### config.mk
export PLATFORM = sky130hd
export DESIGN_NAME = load_store_unit
export DESIGN_NICKNAME = d
export VERILOG_FILES = /design/src/rtl/load_store_unit.sv
export SDC_FILE = /design/constraint.sdc
export NUM_CORES = 1
export LEC_CHECK = 0
export ABC_AREA = 1
export ABC_CLOCK_PERIOD_IN_PS = 1700
export CAP_MARGIN = 40
export CORE_UTILIZATION = 38
export DETAILED_ROUTE_END_ITERATION = 8
export HOLD_SLACK_MARGIN = 0.12
export PLACE_DENSITY = 0.75
export SYNTH_ARGS = -nofsm -noshare
export SYNTH_HDL_FRONTEND = slang
export SYNTH_SLANG_ARGS = --single-unit
### constraint.sdc
create_clock -name clk -period 1.7 [get_ports clk]
set_input_delay 0.17 -clock clk [delete_from_list [all_inputs] [get_ports clk]]
set_output_delay 0.17 -clock clk [all_outputs]
set_load 0.03 [all_outputs]
### src/rtl/load_store_unit.sv
// Load/store front end between the MEM stage and the byte-addressable data RAM.
// Classifies each request (size, alignment, range), runs a one-cycle RAM
// access, extends load data and keeps saturating load/store counters.
module load_store_unit #(
  parameter int ADDR_WIDTH = 12,
  parameter int CNT_WIDTH  = 16
) (
  input  logic                  clk,
  input  logic                  clr_n,
  input  logic                  req,
  input  logic                  we,
  input  logic [1:0]            size,
  input  logic                  uns,
  input  logic [31:0]           addr,
  input  logic [31:0]           wdata,
  output logic                  ready,
  output logic                  done,
  output logic [31:0]           rdata,
  output logic [1:0]            fault,
  output logic [ADDR_WIDTH-1:0] mem_addr,
  output logic [31:0]           mem_din,
  output logic [1:0]            mem_mode,
  output logic                  mem_str,
  output logic                  mem_sel,
  input  logic [31:0]           mem_dout,
  output logic [CNT_WIDTH-1:0]  load_cnt,
  output logic [CNT_WIDTH-1:0]  store_cnt
);

  // state  | meaning
  // IDLE   | ready=1, waiting for req; classifies and latches on accept
  // ACCESS | RAM selected for one cycle; write or read capture at its end
  // RESP   | done pulse with fault=00; bumps the matching counter
  // ERR    | done pulse with the latched fault code; RAM untouched
  typedef enum logic [1:0] {
    S_IDLE   = 2'b00,
    S_ACCESS = 2'b01,
    S_RESP   = 2'b10,
    S_ERR    = 2'b11
  } state_t;

  localparam logic [CNT_WIDTH-1:0] CNT_MAX = {CNT_WIDTH{1'b1}};

  state_t                state_q, state_d;
  logic                  we_q, we_d;
  logic [1:0]            size_q, size_d;
  logic                  uns_q, uns_d;
  logic [ADDR_WIDTH-1:0] addr_q, addr_d;
  logic [31:0]           wdata_q, wdata_d;
  logic [1:0]            fault_q, fault_d;
  logic [31:0]           rdata_q, rdata_d;
  logic [CNT_WIDTH-1:0]  load_cnt_q, load_cnt_d;
  logic [CNT_WIDTH-1:0]  store_cnt_q, store_cnt_d;

  logic [1:0]            fault_chk;
  logic [31:0]           load_ext;
  logic                  in_access;

  // Classify the incoming request: illegal size beats misalignment beats range.
  always_comb begin
    fault_chk = 2'b00;
    if (size == 2'b11) begin
      fault_chk = 2'b11;
    end else if ((size == 2'b01 && addr[0]) || (size == 2'b10 && addr[1:0] != 2'b00)) begin
      fault_chk = 2'b01;
    end else if (addr[31:ADDR_WIDTH] != '0) begin
      fault_chk = 2'b10;
    end
  end

  // Sign/zero extend the right-justified, zero-filled RAM read data.
  always_comb begin
    load_ext = mem_dout;
    case (size_q)
      2'b00:   load_ext = uns_q ? {24'b0, mem_dout[7:0]}  : {{24{mem_dout[7]}}, mem_dout[7:0]};
      2'b01:   load_ext = uns_q ? {16'b0, mem_dout[15:0]} : {{16{mem_dout[15]}}, mem_dout[15:0]};
      default: load_ext = mem_dout;
    endcase
  end

  // Next-state and datapath updates for the request sequencer.
  always_comb begin
    state_d     = state_q;
    we_d        = we_q;
    size_d      = size_q;
    uns_d       = uns_q;
    addr_d      = addr_q;
    wdata_d     = wdata_q;
    fault_d     = fault_q;
    rdata_d     = rdata_q;
    load_cnt_d  = load_cnt_q;
    store_cnt_d = store_cnt_q;
    case (state_q)
      S_IDLE: begin
        if (req) begin
          we_d    = we;
          size_d  = size;
          uns_d   = uns;
          addr_d  = addr[ADDR_WIDTH-1:0];
          wdata_d = wdata;
          fault_d = fault_chk;
          rdata_d = '0;
          state_d = (fault_chk != 2'b00) ? S_ERR : S_ACCESS;
        end
      end
      S_ACCESS: begin
        rdata_d = we_q ? 32'b0 : load_ext;
        state_d = S_RESP;
      end
      S_RESP: begin
        if (we_q) begin
          if (store_cnt_q != CNT_MAX) store_cnt_d = store_cnt_q + CNT_WIDTH'(1);
        end else begin
          if (load_cnt_q != CNT_MAX) load_cnt_d = load_cnt_q + CNT_WIDTH'(1);
        end
        state_d = S_IDLE;
      end
      S_ERR: begin
        state_d = S_IDLE;
      end
      default: state_d = S_IDLE;
    endcase
  end

  // State and latched-request registers; reset puts the unit back to idle at once.
  always_ff @(posedge clk or negedge clr_n) begin
    if (!clr_n) begin
      state_q     <= S_IDLE;
      we_q        <= 1'b0;
      size_q      <= 2'b00;
      uns_q       <= 1'b0;
      addr_q      <= '0;
      wdata_q     <= '0;
      fault_q     <= 2'b00;
      rdata_q     <= '0;
      load_cnt_q  <= '0;
      store_cnt_q <= '0;
    end else begin
      state_q     <= state_d;
      we_q        <= we_d;
      size_q      <= size_d;
      uns_q       <= uns_d;
      addr_q      <= addr_d;
      wdata_q     <= wdata_d;
      fault_q     <= fault_d;
      rdata_q     <= rdata_d;
      load_cnt_q  <= load_cnt_d;
      store_cnt_q <= store_cnt_d;
    end
  end

  // RAM-side outputs are only non-zero during ACCESS so the RAM sees a quiet bus otherwise.
  assign in_access = (state_q == S_ACCESS);
  assign mem_sel   = in_access;
  assign mem_str   = in_access & we_q;
  assign mem_addr  = in_access ? addr_q  : '0;
  assign mem_din   = in_access ? wdata_q : '0;
  assign mem_mode  = in_access ? size_q  : 2'b00;

  assign ready     = (state_q == S_IDLE);
  assign done      = (state_q == S_RESP) || (state_q == S_ERR);
  assign fault     = (state_q == S_ERR) ? fault_q : 2'b00;
  assign rdata     = rdata_q;
  assign load_cnt  = load_cnt_q;
  assign store_cnt = store_cnt_q;

endmodule

Yosys cells after proc, flatten, opt, wreduce, memory -nomap -nowiden

Index checks and enable logic that the tools add are counted.

Bits in registers: 116
Input bits: 103
Output and inout bits: 116
Word-level logic and storage cells: 55

Add/subtract/negate cells: 2
Eq/ne operators: 10
Muxes and demuxes: 16
Bitwise gates (word level): 2
Reductions and logical operators: 15

Operators with widths:

| cell                    | count |
|---|---|
| $mux W32                | 5 |
| $pmux W32 S2            | 2 |
| $add A16 B1 Y16 const B | 2 |
| $ne A16 B16 Y1 const B  | 2 |
| $reduce_bool A20 Y1     | 1 |
| $mux W2                 | 7 |
| $mux W12                | 1 |
| $eq A2 B2 Y1 const B    | 4 |
| $eq A2 B1 Y1 const B    | 3 |
| $pmux W2 S3             | 1 |
| $reduce_and A3 Y1       | 2 |
| $reduce_bool A2 Y1      | 3 |
| $logic_not A2 Y1        | 2 |
| $reduce_and A2 Y1       | 2 |
| $logic_and A1 B1 Y1     | 2 |
| $logic_or A1 B1 Y1      | 2 |
| $ne A2 B2 Y1 const B    | 1 |
| $reduce_or A2 Y1        | 1 |
| $and A1 B1 Y1           | 1 |
| $not A1 Y1              | 1 |

Longest topological paths before layout

Word-level depth: 9
Gate-level depth with buffers: 9
Depth with buffers taken out: 8

Worst setup path after synthesis

No wires, ideal clock.

Kind: reg2reg
From: register store_cnt_q[0] (netlist: store_cnt[0])
To: register store_cnt_q[4] (netlist: store_cnt[4])
Library setup time: 0.117 ns
Arrival: 1.592 ns
Path slack: -0.009 ns
Cell stages (with the launch flop): 10
Clock period less this slack: 1.709 ns
Cell sequence: dfrtp_1 -> ha_1 -> nand2_1 -> nor2_4 -> nand4_4 -> nand2_4 -> inv_2 -> buf_6 -> nand2_1 -> nand2_1

Cells in the longest elaborated chain, start to end: 2
Elaborated cells between the ends (all ways): 3
Those cells by class: 1 x add/sub; 1 x eq/ne; 1 x reduce/logical

RTL lines:

| element                                                                 | line | text |
|---|---|---|
| start: declaration                                                      | 53   | `logic [CNT_WIDTH-1:0] store_cnt_q, store_cnt_d;` |
| start signal: assignment                                                | 148  | `store_cnt_q <= store_cnt_d;` |
| parallel branches: the longest is 2 deep, another holds $add A16 B1 Y16 | n/a  |  |

Several ways; the timed one is not identified.
A chain may end at the register's enable or synchronous reset.

Worst setup path in the final report

From: register state_q[1]
To: output port mem_din[28]

Cells in the longest elaborated chain, start to end: 2

RTL lines:

| element                  | line | text |
|---|---|---|
| start: declaration       | 44   | `state_t state_q, state_d;` |
| start signal: assignment | 139  | `state_q <= state_d;` |
| $eq A2 B1 Y1             | 153  | `assign in_access = (state_q == S_ACCESS);` |
| $mux W32                 | 157  | `assign mem_din = in_access ? wdata_q : '0;` |
| end: declaration         | 21   | `output logic [31:0] mem_din,` |

No other way between the ends.

==> Implementation_results.wiki <==
{| class="wikitable"
! Metric !! Value
|-
| Result of the run || complete, but fails checks
|-
| Failing checks || negative setup slack
|-
| Height of the die || 124 µm
|-
| Total leakage power || 0.00435 µW
|-
| Sequential cell area || 0.00290 mm²
|-
| GRT Residual Overflow || 0
|-
| Synth Cell Area || 0.00570 mm²
|-
| Startpoint kind of the worst setup timing path || flip-flop
|-
| Horizontal die dimension || about 120 µm
|-
| Highest ir drop seen on vdd || 0.816 mV
|-
| Final Setup Violations || 26
|-
| Count of final max-slew check failures || 0
|-
| Number of diodes || 0
|-
| Instance count of the mapped netlist || 730
|-
| CTS Buffer Depth || 2
|-
| Fraction of the yosys area taken by sequential cells || 0.509
|-
| Effective utilization at floorplan || 0.391
|-
| Data arrival, critical path || ~1.6 ns
|-
| Detailed placement HPWL || about 11000 µm
|-
| Layer with the highest usage || met2
|-
| Number of nets with antenna violations after detailed routing || 0
|-
| Area fraction of the dominant cell type after synthesis || 0.509
|-
| Maximum capacitance violations || 0
|-
| Number of clock sinks || 116
|-
| Largest stage delay on the critical path || 0.41 ns
|-
| Final cycle utilization of the critical path || 1.02
|-
| Number of hold violations in the final report || 0
|-
| Clock latency on the worst-skew pair || about 0.4 ns
|-
| Min Tclk post-route || approximately 1.7 ns
|-
| Cell type contributing the most total cell area after synthesis || sky130_fd_sc_hd__dfrtp_1
|-
| Combined buffer and inverter count along the critical path || 4
|-
| Buffer type at the clock tree root || sky130_fd_sc_hd__clkbuf_16
|-
| Count of fill cells added during filler insertion || roughly 1200
|-
| Number of antenna violations at the first check in global routing || 0
|-
| Slowest-stage cell, CP || sky130_fd_sc_hd__dfrtp_1
|-
| First-pass iteration count of the detailed router || 4
|-
| Unique masters post-synth || 30
|-
| Net count after synthesis || 835
|-
| CTS tree || done
|-
| Synthesis warning total || 0
|-
| Overall via count from detail_route || 5548
|-
| P&R area growth vs syn || 59.2%
|-
| Site Rows || 44
|-
| Number of synthesized register bits || 116
|-
| Met1 track demand over resource in global routing || 0.271
|-
| Largest delay share family, worst path || buffers and inverters
|-
| Worst-path fanout max || 16
|-
| Kind of end point of the critical path || output pin
|-
| Cell Count Post-Placement || between 1000 and 1500
|-
| Data required time at the worst endpoint || between 1.5 and 2 ns
|-
| Layout cell share with drive strength beyond 1 || 0.162
|-
| IO Count || about 220
|-
| Fmax achieved || 0.575 GHz
|-
| Total die area || 0.0155 mm²
|-
| DRT iter0 DRCs || 327
|-
| Setup Crit Path Kind || flip-flop to output pin
|-
| Largest net degree at the start of global routing || 53
|-
| Number of buffers inserted during clock tree synthesis || 17
|-
| Core Footprint || 0.0146 mm²
|-
| Power Dens Cells || 1600 mW/mm²
|-
| Final wirelength || 16300 µm
|-
| Syn_area_per_cell || 7.81 µm²
|-
| Layout Cells excl Fill || 1162
|-
| Synth area leaders || sky130_fd_sc_hd__dfrtp_1 51%, sky130_fd_sc_hd__nand2_1 13%, sky130_fd_sc_hd__nor2_1 7.0%, sky130_fd_sc_hd__o21ai_0 6.9%, sky130_fd_sc_hd__inv_1 5.2%
|-
| Met2 Use GR || 0.344
|-
| Classification of the worst-slack hold path || input pin to async pin
|-
| Per-cell via count in the routed design || 4.77
|-
| Area of combinational cells with multiple inputs || 0.00250 mm²
|-
| Worst-case clock skew || 0.00748 ns
|-
| DR WL/cell || 14.1 µm
|-
| Worst Slack Setup Final || -0.0402 ns
|-
| Max-slew headroom || 0.744
|-
| Layout net count || 1070
|-
| First-pass GRT wire length || 26600 µm
|-
| Met3 capacity usage during global routing || 0.0649
|-
| Critical Path Most Common Cell || sky130_fd_sc_hd__buf_12
|-
| Share of the core filled with cells || 0.622
|-
| Unrepaired setup endpoints after global routing || true
|-
| Sequence of cells on the critical path || inv_2 -> nand2_4 -> buf_12 -> buf_12 -> nor2_1 -> buf_4
|-
| Buffers on Ports || 218
|-
| Vias in the first global route || roughly 5300
|-
| Post-CTS clock slew at the launch and capture registers of the worst setup and hold paths || 0.06 ns
|-
| Weighted congestion reported at the end of routability-driven placement || 0.843
|-
| H-tree depth reported by CTS || 4
|-
| Worst Tran Pin Value || ~0.38 ns
|-
| DRC violation count after routing || 0
|-
| Power, Total || 14500 µW
|-
| Global-route total usage across every layer || 0.216
|}
## flip-flops by register name, indices dropped and copies added (netlist names), 2 cells and up
signal,flops
store_cnt,16
size_q,2
rdata,32
addr_q,12
load_cnt,16
state_q,2
wdata_q,32
fault_q,2
## per-stage QoR
step / hold slack [ns] / setup WS, ns / setup TNS [ns] / area, µm²
global route: 0.241 / -0.111 / -2.81 / 9080
floorplan: -0.126 / 0.00866 / 0 / 5700
global placement: 0.109 / 0.181 / 0 / 8040
CTS: 0.212 / -0.0549 / -1.12 / 8790
finish: 0.218 / -0.0402 / -0.532 / 9080
detailed placement: 0.112 / 0.110 / 0 / 8040
## cell type report
class / instances / share of cell area
inverters: 82 / 0.0339
well taps: 184 / 0.0254
clock inverters: 13 / 0.0226
flip-flops and latches: 116 / 0.320
multi-input cells: 502 / 0.276
repair buffers: 246 / 0.274
clock buffers: 19 / 0.0488
## where the power goes
group	leakage [µW]	internal [µW]	switching [µW]	total, µW
clock network	0.000309	2630	1290	3930
logic	0.00253	2450	3870	6320
registers	0.00151	3780	524	4300
total	0.00435	8860	5680	14500
## logic make-up (layout without fill, tap and decap cells)
logic type,after synthesis,after routing,share of synthesized area
simple gates,390,390,0.290
flops,116,116,0.509
buf+inv,112,360,0.0814
compound gates,96,96,0.0933
xor+xnor,14,14,0.0215
fa+ha+maj,2,2,0.00439
## layout by cell type (no fill, tap or decap), types with 16 or more instances in the layout
cell / Yosys / layout
sky130_fd_sc_hd__buf_4: 2 / 36
sky130_fd_sc_hd__buf_6: 3 / 30
sky130_fd_sc_hd__clkbuf_16: 0 / 17
sky130_fd_sc_hd__clkdlybuf4s50_1: 0 / 132
sky130_fd_sc_hd__dfrtp_1: 116 / 115
sky130_fd_sc_hd__dlygate4sd2_1: 0 / 32
sky130_fd_sc_hd__inv_1: 79 / 78
sky130_fd_sc_hd__nand2_1: 204 / 204
sky130_fd_sc_hd__nand3_1: 47 / 47
sky130_fd_sc_hd__nor2_1: 106 / 77
sky130_fd_sc_hd__nor2_2: 4 / 16
sky130_fd_sc_hd__nor2_4: 2 / 19
sky130_fd_sc_hd__o21ai_0: 79 / 79
## final timing paths
kind | from | to | slack, ns | cells after the start
setup / recovery | state_q[1]$_DFFE_PN0P_ | mem_din[28] | -0.04 | 6
hold / removal | clr_n | load_cnt[5]$_DFFE_PN0P_ | 0.22 | 2
setup reg to reg | state_q[1]$_DFFE_PN0P_ | addr_q[8]$_DFFE_PN0P_ | 0.14 | 6
hold reg to reg | addr_q[1]$_DFFE_PN0P_ | addr_q[1]$_DFFE_PN0P_ | 0.49 | 2
max in group asynchronous | clr_n | size_q[1]$_DFFE_PN0P_ | 0.87 | 3
min in group clk | addr[2] | addr_q[2]$_DFFE_PN0P_ | 0.31 | 3
## cells in the mapped netlist, drive strengths merged
library cell  number
xnor2              9
nor2             113
clkinv             1
xor2               5
a32o               8
buf               16
a21oi              8
ha                 2
nand3             49
and3               1
inv               81
o21ai             80
dfrtp            116
nor3               1
nand4             15
and2               2
clkbuf            14
nand2            209
## worst register-to-register path, delay by kind of cell (launching register included)
kind	cells	cell delay (ns)
flip-flops	1	0.41
buffers and inverters	3	0.63
AO/OA/AOI/OAI	1	0.11
AND/OR/NAND/NOR	2	0.28
## layer usage
layer / vias up / wire, µm
met4: 0 / 327
li1: 2770 / -
met1: 2597 / 7060
met5: - / 0
met3: 23 / 1010
met2: 158 / 7940
## timing repair
action,CTS,global route
hold buffers,1,0
gates cloned,1,0
endpoints found under the hold margin,116,0
pin swaps,0,2
buffers inserted,6,4
endpoints found under the setup margin,61,71
gates resized for setup,52,74
No activity file was read; power rests on OpenSTA's default activity.
